File: config.mk
export PLATFORM = sky130hd
export DESIGN_NAME = down_counter
export DESIGN_NICKNAME = d
export VERILOG_FILES = /design/src/rtl/down_counter.sv
export SDC_FILE = /design/constraint.sdc
export NUM_CORES = 1
export LEC_CHECK = 0
export BUFFER_PORTS_ARGS = -buffer_cell sky130_fd_sc_hd__buf_2
export CAP_MARGIN = 20
export CORE_MARGIN = 3
export CORE_UTILIZATION = 31
export CTS_BUF_LIST = sky130_fd_sc_hd__clkbuf_4 sky130_fd_sc_hd__clkbuf_8
export CTS_CLUSTER_SIZE = 10
export DETAILED_ROUTE_END_ITERATION = 8
export GPL_TIMING_DRIVEN = 0
export PLACE_DENSITY = 0.51
export SLEW_MARGIN = 15
export SYNTH_ARGS = -nofsm -noshare
export SYNTH_HDL_FRONTEND = slang
export SYNTH_SLANG_ARGS = --single-unit
File: constraint.sdc
create_clock -name i_clk -period 2 [get_ports i_clk]
set_input_delay 0.4 -clock i_clk [delete_from_list [all_inputs] [get_ports i_clk]]
set_output_delay 0.4 -clock i_clk [all_outputs]
set_load 0.05 [all_outputs]
File: src/rtl/down_counter.sv
// ---------------------------------------------------------------------------
// down_counter
//
// Loadable down-counter timer. A start value is loaded on i_start, the count
// decrements once per clock to zero, and o_done pulses for one cycle when
// zero is reached. i_hold freezes the count (PAUSED) and i_stop aborts it.
//
// Optional feature: define DOWN_COUNTER_RELOAD_EN for periodic operation.
// The last loaded start value is kept in a reload register. On reaching zero
// the counter stays in RUN, spends one cycle at zero, then reloads. It keeps
// doing this until stop, start or reset. With the macro undefined the counter
// is one-shot and no reload register exists.
//
// Ports
//   i_clk          clock; all state changes on the rising edge
//   i_reset        synchronous reset, active low
//   i_start        load i_start_value and begin counting (highest priority)
//   i_start_value  value loaded on i_start (WIDTH bits)
//   i_hold         freeze the count while high
//   i_stop         abort a count in RUN/PAUSED, return to IDLE with out = 0
//   o_out          current count, registered
//   o_is_zero      combinational, o_out == 0
//   o_done         registered one-cycle pulse on reaching zero
//   o_busy         state is RUN or PAUSED
//   o_paused       state is PAUSED
// ---------------------------------------------------------------------------
module down_counter #(
  parameter int WIDTH = 8
) (
  input  logic             i_clk,
  input  logic             i_reset,
  input  logic             i_start,
  input  logic [WIDTH-1:0] i_start_value,
  input  logic             i_hold,
  input  logic             i_stop,
  output logic [WIDTH-1:0] o_out,
  output logic             o_is_zero,
  output logic             o_done,
  output logic             o_busy,
  output logic             o_paused
);

  localparam logic [1:0] S_IDLE   = 2'd0;
  localparam logic [1:0] S_RUN    = 2'd1;
  localparam logic [1:0] S_PAUSED = 2'd2;

  logic [1:0]       r_state;
  logic [WIDTH-1:0] r_out;
  logic             r_done;

`ifdef DOWN_COUNTER_RELOAD_EN
  logic [WIDTH-1:0] r_reload;
`endif

  // Result of one counting step, used from RUN and on release from PAUSED
  // (the release edge also counts, so there is no bubble cycle).
  logic [WIDTH-1:0] w_dec_out;
  logic             w_dec_done;
  logic [1:0]       w_dec_state;

  always_comb begin
    w_dec_out   = r_out - WIDTH'(1);
    w_dec_done  = 1'b0;
    w_dec_state = S_RUN;
    if (r_out == WIDTH'(1)) begin
      w_dec_out  = '0;
      w_dec_done = 1'b1;
`ifdef DOWN_COUNTER_RELOAD_EN
      w_dec_state = S_RUN;
`else
      w_dec_state = S_IDLE;
`endif
    end else if (r_out == '0) begin
      // Never decrement from zero. With reload this is the zero cycle of a
      // periodic run; without reload it is unreachable but kept safe.
`ifdef DOWN_COUNTER_RELOAD_EN
      w_dec_out   = r_reload;
      w_dec_state = S_RUN;
`else
      w_dec_out   = '0;
      w_dec_state = S_IDLE;
`endif
    end
  end

  always_ff @(posedge i_clk) begin
    if (!i_reset) begin
      r_state <= S_IDLE;
      r_out   <= '0;
      r_done  <= 1'b0;
`ifdef DOWN_COUNTER_RELOAD_EN
      r_reload <= '0;
`endif
    end else begin
      // done is a pulse: cleared unless set below
      r_done <= 1'b0;
      if (i_start) begin
        r_out <= i_start_value;
`ifdef DOWN_COUNTER_RELOAD_EN
        r_reload <= i_start_value;
`endif
        // A zero load completes immediately; a restart of a running count
        // never pulses done by itself.
        if (i_start_value != '0) begin
          r_state <= S_RUN;
        end else begin
          r_done  <= 1'b1;
          r_state <= S_IDLE;
        end
      end else if (i_stop && (r_state != S_IDLE)) begin
        r_state <= S_IDLE;
        r_out   <= '0;
      end else begin
        case (r_state)
          S_RUN, S_PAUSED: begin
            if (i_hold) begin
              r_state <= S_PAUSED;
            end else begin
              r_out   <= w_dec_out;
              r_done  <= w_dec_done;
              r_state <= w_dec_state;
            end
          end
          S_IDLE: begin
            r_state <= S_IDLE;
          end
          default: begin
            r_state <= S_IDLE;
          end
        endcase
      end
    end
  end

  assign o_out     = r_out;
  assign o_is_zero = (r_out == '0);
  assign o_done    = r_done;
  assign o_busy    = (r_state == S_RUN) || (r_state == S_PAUSED);
  assign o_paused  = (r_state == S_PAUSED);

endmodule
Yosys cells after proc, flatten, opt, wreduce, memory -nomap -nowiden:

Index checks and enable logic that the tools add are counted.

* register bits after elaboration: 11
* output and inout port bits: 12

* $add $sub $neg: 1
* equal/unequal tests: 4
* muxes and demuxes: 19
* reduce and logical (&&, ||, !) cells: 8

Operator list (count)
* 8-bit two-way mux: 6
* 1-bit two-way mux: 9
* 8-bit by 1-bit == test with 1-bit output, second input constant: 1
* 8-bit logical NOT: 1
* 2-bit two-way mux: 4
* 8-bit nonzero test: 1
* 8-bit by 1-bit subtractor with 8-bit output, second input constant: 1
* 3-bit by 2-bit inequality test with 1-bit output, second input constant: 1
* 3-bit nonzero test: 1
* 2-bit by 1-bit == test with 1-bit output, second input constant: 1
* 2-bit == test, second input constant: 1
* 2-bit AND reduction: 1
* 2-bit nonzero test: 1
* 2-bit OR reduction: 1
* 1-bit logical AND: 1
* 1-bit logical OR: 1

Logic depth before layout (Yosys ltp):

Gate-level depths: netlist (run 1).

* word-level depth: 7
* gate-level depth with buffers: 7

Least setup slack after synthesis (run 1):

No wires, ideal clock.

* path kind: reg2reg
* from: register r_state[0]
* to: register r_out[7] (netlist: o_out[7])
* setup time: 0.128 ns
* arrival: 1.738 ns
* required time: 1.872 ns
* slack: 0.133 ns
* cell stages (with the launch flop): 8
* path buffers: 1
* path through: dfxtp_1 inv_1 ha_1 nor2b_1 or3_1 buf_2 nand2_1 o22ai_1

* word-level cells in the longest chain between the ends: 4
* elaborated cells between the ends (all ways): 10

RTL lines
* start, declared: RTL line 47 `logic [1:0] r_state;`
* start signal, assigned: RTL line 121 `r_state <= w_dec_state;`
* 2-bit == test (tied with other cells): RTL line 114 `case (r_state)`
* 2-bit OR reduction or 1-bit logical AND (tied branches): RTL line 114, 110
* 3-bit nonzero test (no source line) (tied with other cells)
* 2-bit AND reduction (no source line) or 8-bit two-way mux (tied branches)
* end signal, assigned: RTL line 98 `r_out <= i_start_value;`
* end signal, assigned: RTL line 119 `r_out <= w_dec_out;`
* end, declared: RTL line 48 `logic [WIDTH-1:0] r_out;`

Several ways; a longest one is shown, not always the timed one.
A chain may end at the register's enable or synchronous reset.

Worst setup path after layout (run 1):

* from: register r_out[4] (netlist: o_out[4])
* to: output port o_is_zero

* word-level cells in the longest chain between the ends: 1

RTL lines
* 8-bit logical NOT: RTL line 136 `assign o_is_zero = (r_out == '0);`
* end, declared: RTL line 37 `output logic o_is_zero,`

No other way between the ends.

==> results of run 1 <==
-- placed cells by master, fill, tap and decap left out, types with 2 or more instances in the layout --
cell type   n
nand3_1     6
ha_1        5
o22ai_1     3
clkbuf_8    2
dfxtp_1    11
inv_1       6
a31oi_1     3
o21ai_0     2
buf_2      23
o211ai_2    2
a32oi_1     4
nor2_1      5
nand4_1     4
clkbuf_4    5
nand2_1     8
a21oi_1     4
nor4_1      4
-- final cells by class --
class | instances | area share (%)
multi-input cells | 68 | 51.0
flip-flops and latches | 11 | 23.2
repair buffers | 23 | 12.4
plain buffers | 4 | 4.22
well taps | 28 | 3.69
clock buffers | 4 | 3.16
inverters | 6 | 2.37
-- cells by family after synthesis --
logic type / count (synthesis)
compound gates: 22
fa+ha+maj: 5
buf+inv: 10
flops: 11
mux: 1
simple gates: 40
-- metrics by stage --
step | std cells | cell area, sq um | utilization (%) | setup slack, ns | power (mW)
3_3_place_gp | 140 | 917 | 40.3 | 0.253 | 0.560
5_1_grt | 144 | 950 | 41.7 | 0.0107 | 0.775
6_report | 144 | 950 | 41.7 | 0.107 | 0.731
2_1_floorplan | 89 | 767 | - | 0.133 | 0.486
3_5_place_dp | 140 | 917 | 40.3 | 0.221 | 0.559
4_1_cts | 144 | 947 | 41.6 | 0.0621 | 0.734
-- worst min path at each step --
stage	cells past startpoint	endpoint	startpoint	slack (ns)
after floorplan	2	o_out[2]	i_start_value[2]	0.56
after CTS	3	o_out[5]	i_start_value[5]	0.37
after global placement	2	o_out[3]	o_out[3]	0.53
final	3	o_out[5]	i_start_value[5]	0.37
after detailed placement	2	o_out[3]	o_out[3]	0.52
after global routing	3	o_out[5]	i_start_value[5]	0.38
-- critical path, cell delays in order (launching register included) --
cell      delay, ns
dfxtp_1        0.41
nor4_4         0.37
and3_1         0.21
clkbuf_4       0.22
-- registers in the layout, indices dropped and copies added, names as in the netlist --
register  count
r_state       2
o_done        1
o_out         8
-- power by group through the flow --
stage               combinational [mW]  clock, mW  sequential, mW
floorplan                        0.168          0           0.318
global placement                 0.291          0           0.269
detailed placement               0.290          0           0.269
CTS                              0.291      0.179           0.264
global route                     0.314      0.191           0.270
finish                           0.292      0.174           0.265
-- what timing repair did --
action / 4_1_cts / 5_1_grt
endpoints found under the hold margin: 0 / 0
setup endpoints to repair: 0 / 1
resized for setup: 0 / 1
-- layer usage --
metal	vias to the layer above	part of all wire, %
li1	398	-
met1	375	45
met2	25	46
met3	7	5.8
met4	0	2.9
met5	-	0
==> impl_metrics.ini, run 1 <==
[grt]
grt-ovfl-total = 0
largest_net_degree_at_the_start_of_global_routing = 11
grt_most_used_layer = met2
grt.met2_usage_pct = 21.1
antenna_found_initial = 0
first_pass_grt_wire_length_um = 3500
use_met1_pct = 18.9
first_global_vias = 746
grt_use_met3_pct = 2.55
grtUsageTotal_pct = 14.2

[status]
status = completed

[floorplan]
floorplan.io_pins = 25
core.rowCount = 17
die_w_um = 55.7
placeableCoreArea_sq_mm = 0.00228
initial_utilization_pct = 33.7
floorplan.die.height_um = 55.7
fp.dieArea_sq_mm = 0.00311

[sta]
final_hold_violations = 0
rsz0062_at_grt = no
maxSlewHeadroom_pct = 62.0
setup_viol = 0
final.hold.worst_slack_ns = 0.374
worst_case_clock_skew_ns = 0.00506
finalWorstPathRequiredPeriod_ns = 1.89
fmax_mhz = 528
timing_worst_slew_pin_value_ns = 0.565
accumulated_negative_setup_slack_ns = 0
layout_worst_path_cycle_share_pct = 94.7
final_report_max_slew_violation_count = 0

[pwr]
switching_power_share_of_the_total_pct = 41.4
p_per_area_mw_per_mm2 = 770
power_switching_mw = 0.303
power.leakage_nw = 0.407
power.share.clock_pct = 23.9
p_seq_share_pct = 36.2
power.internal_mw = 0.428
power.share.combinational_pct = 40.0
peakVddDrop_mv = 0.345

[worst_setup_path]
crit-reg2reg-capture = o_out[7]
criticalPathCategory = flip-flop to primary output
timing.critical_path.required_ns = 1.60
worstSetupEndpoint = o_is_zero
reg2reg_setup_slack_ns = 0.21
timing.critical_path.from_type = flip-flop
path_max_fanout = 8
regToRegStartpoint = r_state[1]
timing.critical_path.from = o_out[4]
cp.arrival_ns = 1.49
timing.critical_path.to_type = primary output
reg2regPathDepth = 7

[clock_network]
max-clock-path-buffers = 2
clock-sinks = 11
tritoncts.num_buffers = 3
ctsRootBufferMaster = clkbuf_4
tritoncts = built
clock_latency_ns = 0.28
hold_buffers = 0
post_cts_buffers = 0
max_h_tree_level = 1
clk_pin_slew_worst_paths_ns = 0.08

[routing]
detail_route.drc_violations = 0
routed-via-count = 805
final_antenna_net_count = 0
detail_route.wl_per_cell_um = 15.1
post_detailed_routing_wire_length_um = 2170
detail_route.first_pass.iterations = 4
initial_drc_count = 22
post_drt_via_cell_ratio = 5.59

[synth]
yosys.area_share.xor_xnor_pct = 0
synthesis.yosys.warnings = 0
yosys-top-cells-count = 11 x dfxtp_1, 8 x nand2_1, 6 x inv_1, 6 x nand3_1
ys.flop_type = dfxtp_1
ys_async_sr_fraction_pct = 0
number_of_nets_produced_by_synthesis = 107
synth.cell_area_sq_um = 767
synth_enable_flop_cells = 0
synth-compound-area-share_pct = 21.0
synth.area.mux_share_pct = 1.31
synthAdderAreaFrac_pct = 8.16
syn_inst = 89
synthMostInstantiatedCell = dfxtp_1
synth.area.top_cells = dfxtp_1 29%, ha_1 8.2%, a32oi_1 4.6%
synth_top_family_by_area = simple AND/OR/NAND/NOR gates
syn-mean-instance-area_sq_um = 8.62
yosys.area.top_type = dfxtp_1
post_synth_and_or_nand_nor_area_fraction_pct = 32.6
yosys.area.top_type_share_pct = 28.7
seq_area_frac_synth_pct = 28.7
synth_seq_cells = 11
netlist-cell-type-count = 35

[cells_and_area]
nets = 135
areaGrowthSynthToFinish_pct = 23.8
post_route_cells_drive_above_1_share_pct = 32.8
fillerInstances = 245
layout.area.seq_sq_um = 220
antenna_cells = 0
area_of_the_multi_input_gates_sq_um = 484

[worst_hold_path]
min_path_type = input port to flip-flop

[placed_design]
io_buffer_count = 23
gp_routability_congestion = 0.797
hpwl_um = 1670

[flow_run]
max_cap_viol_count = 0
Note: power is estimated with default switching activity, not from simulation.
==> inputs of run 2 (changes only) <==
BUFFER_PORTS_ARGS = -buffer_cell sky130_fd_sc_hd__clkbuf_2   (was -buffer_cell sky130_fd_sc_hd__buf_2)
SETUP_SLACK_MARGIN = 0.5   (was unset)
SLEW_MARGIN = unset   (was 15)
==> run 2 against run 1 <==
Largest cell class unchanged. Final area increased by 23%. Wire length rose by 4.6%. Maximum frequency up 9.2%. Largest power group unchanged. Global-route usage grew 0.54 points.
==> impl_metrics.ini, run 2 (synthesis gave the netlist of run 1 again) <==
[status]
status = completed

[placed_design]
io_buffer_count = 23
gp_routability_congestion = 0.857
dp_cells = 140
detailedPlace.worstSlack_ns = 0.369
hpwl_um = 1630

[routing]
detail_route.first_pass.iterations = 4
routed-via-count = 852
detail_route.drc_violations = 0
post_detailed_routing_wire_length_um = 2280
detail_route.wl_per_cell_um = 15.4
initial_drc_count = 22
post_drt_via_cell_ratio = 5.76
final_antenna_net_count = 0

[cells_and_area]
post_route_cells_drive_above_1_share_pct = 60.8
layout.area.seq_sq_um = 243
area_of_the_multi_input_gates_sq_um = 603
nets = 139
final_common_cell = clkbuf_2
areaGrowthSynthToFinish_pct = 52.9
final_cell_mix = 19 x clkbuf_2, 7 x nand2_1, 6 x nand3_1, 6 x clkbuf_4, 6 x dfxtp_2
largest_register_ffs = 8
antenna_cells = 0
fillerInstances = 225
number_of_non_filler_instances_in_the_completed_layout = 148

[floorplan]
fp.dieArea_sq_mm = 0.00311
core.rowCount = 17
floorplan.io_pins = 25
initial_utilization_pct = 33.7
die_w_um = 55.7
floorplan.die.height_um = 55.7
placeableCoreArea_sq_mm = 0.00228

[sta]
fmax_mhz = 577
maxSlewHeadroom_pct = 68.5
setup_viol = 0
final_report_max_slew_violation_count = 0
layout_worst_path_cycle_share_pct = 86.7
worst_case_clock_skew_ns = 0.0102
rsz0062_at_grt = yes
setup_ws_ns = 0.267
accumulated_negative_setup_slack_ns = 0
finalWorstPathRequiredPeriod_ns = 1.73
timing_worst_slew_pin_value_ns = 0.468
final_hold_violations = 0

[worst_setup_path]
timing.critical_path.from = o_out[7]
max_stage_delay_ns = 0.35
cp_max_stage_cell = dfxtp_4
path_cells = nor4_4 -> and3_4 -> clkbuf_16
cp.arrival_ns = 1.33
criticalPathCategory = flip-flop to primary output
timing.critical_path.from_type = flip-flop
timing.critical_path.required_ns = 1.60
crit-reg2reg-capture = o_out[0]
reg2reg_setup_slack_ns = 0.43
reg2regPathDepth = 5
worstSetupEndpoint = o_is_zero
path_max_fanout = 2
regToRegStartpoint = o_out[0]
timing.critical_path.to_type = primary output

[clock_network]
max-clock-path-buffers = 2
clk_pin_slew_worst_paths_ns = 0.08
hold_buffers = 0
tritoncts = built
max_h_tree_level = 1
clock-sinks = 11
tritoncts.num_buffers = 3
ctsRootBufferMaster = clkbuf_4
clock_latency_ns = 0.28

[pwr]
p_per_area_mw_per_mm2 = 706
peakVddDrop_mv = 0.411
power.leakage_nw = 0.460

[grt]
first_global_vias = 763
largest_net_degree_at_the_start_of_global_routing = 11
grt-ovfl-total = 0
first_pass_grt_wire_length_um = 3620
grtUsageTotal_pct = 14.7
antenna_found_initial = 0

[flow_run]
max_cap_viol_count = 0

[worst_hold_path]
min_path_type = input port to flip-flop
==> run 2: layer usage <==
| metal | wire, um | GRT usage [%] |
|---|---|---|
| met1 | 987 | 19.3 |
| met2 | 1110 | 23.6 |
| met3 | 138 | 4.41 |
| met4 | 40 | 3.13 |
| met5 | 0 | 0 |
==> run 2: worst max-delay path: cells and delay by family, from the launching register on <==
kind | cells | cell delay, ns
buffers and inverters | 1 | 0.15
flip-flops | 1 | 0.35
AND/OR/NAND/NOR | 2 | 0.55
==> run 2: worst min path at each step <==
stage / from / endpoint / slack [ns] / cells after the start
2_1_floorplan: i_start_value[2] / o_out[2] / 0.55 / 2
5_1_grt: i_start_value[0] / o_out[0] / 0.37 / 3
4_1_cts: i_start_value[2] / o_out[2] / 0.37 / 3
3_5_place_dp: o_out[3] / o_out[3] / 0.49 / 2
6_report: i_start_value[2] / o_out[2] / 0.38 / 3
3_3_place_gp: o_out[3] / o_out[3] / 0.49 / 2
==> run 2: stage by stage <==
stage / hold slack, ns / instance area (sq um) / util, % / total power, mW
after floorplan: 0.549 / 823 / - / 0.506
after global placement: 0.489 / 973 / 42.8 / 0.581
after detailed placement: 0.494 / 973 / 42.8 / 0.578
after CTS: 0.371 / 1130 / 49.5 / 0.818
after global routing: 0.374 / 1170 / 51.5 / 0.874
final: 0.382 / 1170 / 51.5 / 0.828
==> run 2: cell type report <==
type / count / share of cell area [%]
Multi-Input combinational cell: 68 / 51.4
Timing Repair Buffer: 27 / 16.2
Inverter: 6 / 2.13
Tap cell: 28 / 2.99
Buffer: 4 / 3.95
Clock buffer: 4 / 2.56
Sequential cell: 11 / 20.7
==> run 2: report_power, final <==
group	total (mW)	leakage (nW)	internal [mW]	switching (mW)
sequential	0.271	0.0953	0.239	0.0316
combinational	0.381	0.346	0.160	0.220
clock	0.176	0.0184	0.0909	0.0854
total	0.828	0.460	0.491	0.337
==> run 2: repair_timing <==
item / CTS / global route
pin swaps: 5 / 4
gates resized for setup: 20 / 12
setup endpoints to repair: 12 / 14
setup buffers: 4 / 0
